[src/rtl/taxi_fare_pkg.sv]
// Shared constants and helpers for the taxi fare meter blocks.
package taxi_fare_pkg;

  // Default minutes per waiting-fare unit.
  localparam int unsigned WAIT_MIN_DEFAULT = 5;
  // Default free waiting minutes after reset (free-minute builds only).
  localparam int unsigned FREE_MIN_DEFAULT = 3;

  // Counter width for a modulo-n counter: max(1, clog2(n)).
  function automatic int unsigned cnt_width(input int unsigned n);
    int unsigned w;
    w = 32'($clog2(n));
    return (w < 1) ? 1 : w;
  endfunction

endpackage

[src/rtl/mod_n_counter.sv]
// Generic modulo-N counter with a combinational wrap strobe.
// Counts 0..N-1 while en is high and holds otherwise. wrap_c is high in the
// cycle whose edge takes the counter from N-1 back to 0. Any code above N-1
// (unreachable in normal operation) returns to 0 on the next enabled edge
// without a wrap strobe.
module mod_n_counter
  import taxi_fare_pkg::*;
#(
  parameter int unsigned N = 2,
  parameter int unsigned W = cnt_width(N)
) (
  input  logic clk,
  input  logic rst_n,
  input  logic en,
  output logic wrap_c
);

  localparam logic [W-1:0] LAST = W'(N - 1);

  logic [W-1:0] cnt;

  // Wrap strobe: enabled edge arriving while sitting on the last code.
  assign wrap_c = en && (cnt == LAST);

  // Counter state; out-of-range codes collapse to zero.
  always_ff @(posedge clk or negedge rst_n) begin
    if (!rst_n) begin
      cnt <= '0;
    end else if (en) begin
      if (cnt >= LAST) begin
        cnt <= '0;
      end else begin
        cnt <= cnt + W'(1);
      end
    end
  end

endmodule

[src/rtl/wait_fare_count.sv]
// Waiting-time fare generator: one wait_fare_pulse every WAIT_MIN minutes.
// Clocked by the one-pulse-per-minute timebase (min_pulse).
// Optional build macro WAIT_FREE_MINUTES_EN: the first FREE_MIN minutes after
// reset are free; the minute counter holds at 0 until they have elapsed.
module wait_fare_count
  import taxi_fare_pkg::*;
#(
  parameter int unsigned WAIT_MIN = WAIT_MIN_DEFAULT,
  parameter int unsigned FREE_MIN = FREE_MIN_DEFAULT
) (
  input  logic min_pulse,
  input  logic rst_n,
  output logic wait_fare_pulse
);

  localparam int unsigned CNT_W = cnt_width(WAIT_MIN);

  logic count_en;
  logic min_wrap_c;

`ifdef WAIT_FREE_MINUTES_EN
  if (FREE_MIN == 0) begin : g_no_free
    // Zero free minutes: charge from the first minute.
    assign count_en = 1'b1;
  end else begin : g_free
    localparam int unsigned FREE_W = cnt_width(FREE_MIN + 1);

    logic free_wrap_c;
    logic free_done;

    mod_n_counter #(
      .N (FREE_MIN),
      .W (FREE_W)
    ) u_free_cnt (
      .clk    (min_pulse),
      .rst_n  (rst_n),
      .en     (~free_done),
      .wrap_c (free_wrap_c)
    );

    // Latches once the free period has been used up; cleared only by reset.
    always_ff @(posedge min_pulse or negedge rst_n) begin
      if (!rst_n) begin
        free_done <= 1'b0;
      end else if (free_wrap_c) begin
        free_done <= 1'b1;
      end
    end

    assign count_en = free_done;
  end
`else
  // No free period in this build; FREE_MIN has no effect.
  if (FREE_MIN != 0) begin : g_free_min_ignored
  end
  assign count_en = 1'b1;
`endif

  mod_n_counter #(
    .N (WAIT_MIN),
    .W (CNT_W)
  ) u_min_cnt (
    .clk    (min_pulse),
    .rst_n  (rst_n),
    .en     (count_en),
    .wrap_c (min_wrap_c)
  );

  // Register the wrap strobe so the fare pulse has no input-to-output path.
  always_ff @(posedge min_pulse or negedge rst_n) begin
    if (!rst_n) begin
      wait_fare_pulse <= 1'b0;
    end else begin
      wait_fare_pulse <= min_wrap_c;
    end
  end

endmodule

[config.mk]
export PLATFORM = sky130hd
export DESIGN_NAME = wait_fare_count
export DESIGN_NICKNAME = d
export VERILOG_FILES = /design/src/rtl/taxi_fare_pkg.sv /design/src/rtl/mod_n_counter.sv /design/src/rtl/wait_fare_count.sv
export SDC_FILE = /design/constraint.sdc
export NUM_CORES = 1
export LEC_CHECK = 0
export CAP_MARGIN = 5
export CORE_AREA = 2 2 39 41
export CTS_CLUSTER_SIZE = 12
export DETAILED_ROUTE_END_ITERATION = 10
export DIE_AREA = 0 0 41 43
export DONT_BUFFER_PORTS = 1
export GPL_ROUTABILITY_DRIVEN = 0
export MAX_ROUTING_LAYER = met4
export PLACE_DENSITY = 0.3
export SETUP_SLACK_MARGIN = 0.05
export SLEW_MARGIN = 15
export SYNTH_ARGS = -nofsm -noshare
export SYNTH_HDL_FRONTEND = slang
export SYNTH_SLANG_ARGS = --single-unit
export TNS_END_PERCENT = 10
[constraint.sdc]
create_clock -name min_pulse -period 0.8 [get_ports min_pulse]
set_input_delay 0.08 -clock min_pulse [delete_from_list [all_inputs] [get_ports min_pulse]]
set_output_delay 0.08 -clock min_pulse [all_outputs]
set_load 0.005 [all_outputs]
Word-level counts from Yosys, hierarchy flattened
Cells that the tools add are included.

word-level totals
  input bits = 2
  register bits = 4
  word-level logic and storage cells = 6
  output and inout port bits = 1

cells by class
  magnitude comparators = 1
  eq/ne operators = 1
  mux-type cells = 1
  add/sub/neg operators = 1

operator list
  operator                                      count
  adder 3 x 1 -> 3 bit (second input constant)  1
  equality test 3 bit (second input constant)   1
  >= comparator 3 bit (second input constant)   1
  two-way mux 3 bit                             1

Longest topological paths before layout
  depth after elaboration = 2
  depth in mapped cells = 3
  mapped depth without buffers = 3

Cells and area by module
From an unflattened synthesis, not the netlist that was laid out.

unflattened totals
  cell total of the unflattened synthesis = 16
  area, all modules = 183.9 um2

modules (own cells, without submodules)
  module           cells each  area an instance (um2)  sequential area each (um2)  times used
  mod_n_counter    14          155.1                   75.1                        1
  wait_fare_count  2           28.8                    25.0                        1

Worst setup path after synthesis
Ideal clock, no wire load.

  kind = flip-flop to flip-flop
  start point = reg u_min_cnt.cnt[0]
  end point = reg u_min_cnt.cnt[1]
  path buffers = 0
  slack = -0.084 ns
  clock period less this slack = 0.884 ns
  setup time = 0.119 ns
  cell stages (with the launch flop) = 4
  data required time = 0.681 ns
  arrival = 0.765 ns
  cell sequence = dfrtp_1 > inv_1 > ha_1 > nor2b_1

on the way
  cells in the longest elaborated chain, start to end = 2
  elaborated cells on any way between the ends = 3
  those cells by class = add/sub: 1; order compare: 1; mux: 1

RTL lines
  item                                                                line                                      RTL
  start: declaration                                                  mod_n_counter.sv:20                       logic [W-1:0] cnt;
  start signal: assignment                                            mod_n_counter.sv:33                       cnt <= cnt + W'(1);
  adder 3 x 1 -> 3 bit / >= comparator 3 bit (equally long branches)  mod_n_counter.sv:33, mod_n_counter.sv:30
  two-way mux 3 bit *                                                 mod_n_counter.sv:30                       if (cnt >= LAST) begin

Mark *: on every way between the ends. The rest lies on a longest branch, timed or not.

Worst setup path after layout
Ends and elaborated chain as after synthesis.

==> run summary <==
Status: complete, but fails checks
Failing checks: negative setup slack
Diode count: 0
Placed standard-cell area: 175 sq um
Row cnt: 14
Worst Tran Pin Value: 0.208 ns
FMAX: 1100 MHz
CP endpoint kind: flop
Main area contributors after synthesis: dfrtp_1, ha_1, nor2b_1, inv_1, and2_1
Post-Place Cells: 28
Kind of critical path: flop to flop
TritonCTS clock tree: built
Slew Viols, Final: 0
CTS root buffer: clkbuf_4
Clock slew at reported path FFs: 0.04 ns
Leak pwr: 0.0952 nW
Top-Level Pins: 3
Max cap viols: 0
Largest net degree at the start of global routing: 5
Max-slew headroom: 0.861
Die ar.: 1760 sq um
Tightest Hold Check Type: primary input to async pin
CTS H-Tree Depth: 1
Most common cell after layout, fill and taps aside: dfrtp_1
Register Area: 100 sq um
Synthesized area: 155 sq um
Hold WS: 0.123 ns
GRT Overall Usage: 0.0493
Sequential area share after synthesis: 0.645
Drt initial violations: 2
Setup WS post-layout: -0.112 ns
Worst clock skew: 0.00419 ns
YS warnings: 0
Seq cells post-synth: 4
Dpl ws: -0.108 ns
Via-to-Cell Ratio: 2.81
Final ANT Viol Nets: 0
Arrival time of the worst setup path: 1.03 ns
Worst path cell trace: inv_1 > ha_1 > nor2b_1
Synth Instances: 12
Clock buffer depth: 2
Setup bufs post-CTS: 0
Number of global-route vias before repair: 87
Setup TNS: -0.118 ns
CP Launch Type: flop
Clk sinks: 4
Global-route wire length before repair: 379 um
Vias: 90
Power per Cell Area: 2230 nW/um^2
Peak fanout along the critical path: 3
CTS buffer count: 3
Pwr Total: 463 uW
RSZ-0062 raised after global routing: yes
Gr ovfl total: 0
Final setup violation count: 3
Core ar.: 1380 sq um
Layout Cells excl Fill: 32
Initial Util: 0.112
Net Count, Synth: 16
Fin area: 208 sq um
WP data required: 0.92 ns
CP peak stage delay: 0.36 ns
Resized cells post-CTS: 0
Die W: 41 um
Multi-input gate area: 47.5 sq um
Unique masters post-synth: 6
Tcrit/Tclk final: 1.14
DRT Pass-1 Iters: 2
Die span in y: 43 um
Most frequent cells in the layout: dfrtp_1, clkbuf_4, inv_1, nor2b_1, ha_1
Final Critical Period: 0.912 ns
Yosys top cell by area: dfrtp_1
Post-layout util: 0.150
Synth-to-Final Area Change: 33.9%
Nets: 22
Layout cells sized above 1: 0.188
WL per Instance: 7.56 um
Avg Inst Size Synth: 12.9 sq um
Worst skew pair latency: 0.24 ns
Initial antenna violation count: 0
Hold Violations, Final: 0
Final WL: 242 um
Fill cell count: 146
Slowest-stage cell, CP: dfrtp_1
Worst vdd ir: 0.651 mV
Buffers on Ports: 0
Remaining DRCs: 0
Share of the synthesized area in the top cell type: 0.645
[state kept, by name, summed over array words and instances (netlist names)]
signal,count
u_min_cnt.cnt,3
wait_fare_pulse,1
[logic make-up (layout without fill, tap and decap cells)]
family,after synthesis,count (layout),synth area share
AND/OR/NAND/NOR,4,4,0.145
flip-flops,4,4,0.645
adder cells (fa/ha/maj),2,2,0.161
buffers and inverters,2,6,0.0484
[report_power, final]
group | internal (mW) | total [mW] | switching (mW)
clock network | 0.168 | 0.252 | 0.0844
registers | 0.203 | 0.203 | 0
logic | 0.00337 | 0.00741 | 0.00404
total | 0.375 | 0.463 | 0.0884
[metal layers]
layer,vias up,part of all wire,GRT usage
met5,-,0,-
met2,6,0.30,0.0281
met1,39,0.44,0.0385
met4,0,0.037,0.0600
met3,2,0.21,0.0942
li1,43,-,-
[synth_stat cells]
cell type,n
and2_1,1
dfrtp_1,4
ha_1,2
inv_1,2
nor2_1,1
nor2b_1,2
[final timing paths]
| path | from | endpoint | slack, ns | cells past startpoint |
|---|---|---|---|---|
| setup reg to reg | u_min_cnt.cnt[0]$_DFF_PN0_ | u_min_cnt.cnt[1]$_DFF_PN0_ | -0.11 | 3 |
| hold reg to reg | u_min_cnt.cnt[0]$_DFF_PN0_ | u_min_cnt.cnt[0]$_DFF_PN0_ | 0.46 | 1 |
| max in group asynchronous | rst_n | u_min_cnt.cnt[0]$_DFF_PN0_ | 0.49 | 1 |
| hold / removal | rst_n | wait_fare_pulse$_DFF_PN0_ | 0.12 | 1 |
| setup / recovery | u_min_cnt.cnt[0]$_DFF_PN0_ | u_min_cnt.cnt[1]$_DFF_PN0_ | -0.11 | 3 |
| min in group min_pulse | u_min_cnt.cnt[0]$_DFF_PN0_ | u_min_cnt.cnt[0]$_DFF_PN0_ | 0.46 | 1 |
[worst max-delay path, delay by kind of cell, from the launching register on]
kind          cells  cell delay [ns]
fa+ha+maj         1             0.26
simple gates      1             0.13
flops             1             0.36
buf+inv           1             0.05
[final cells by class]
type                            count  share of cell area
Timing Repair Buffer                1              0.0482
Sequential cell                     4               0.482
Clock buffer                        3               0.108
Inverter                            2              0.0361
Multi-Input combinational cell      6               0.229
Tap cell                           16              0.0964
[what timing repair did]
| item | in CTS | in global routing |
|---|---|---|
| pin swaps | 0 | 0 |
| endpoints found under the hold margin | 4 | 0 |
| hold buffers | 1 | 0 |
| endpoints found under the setup margin | 3 | 3 |
No activity file was read; power rests on OpenSTA's default activity.
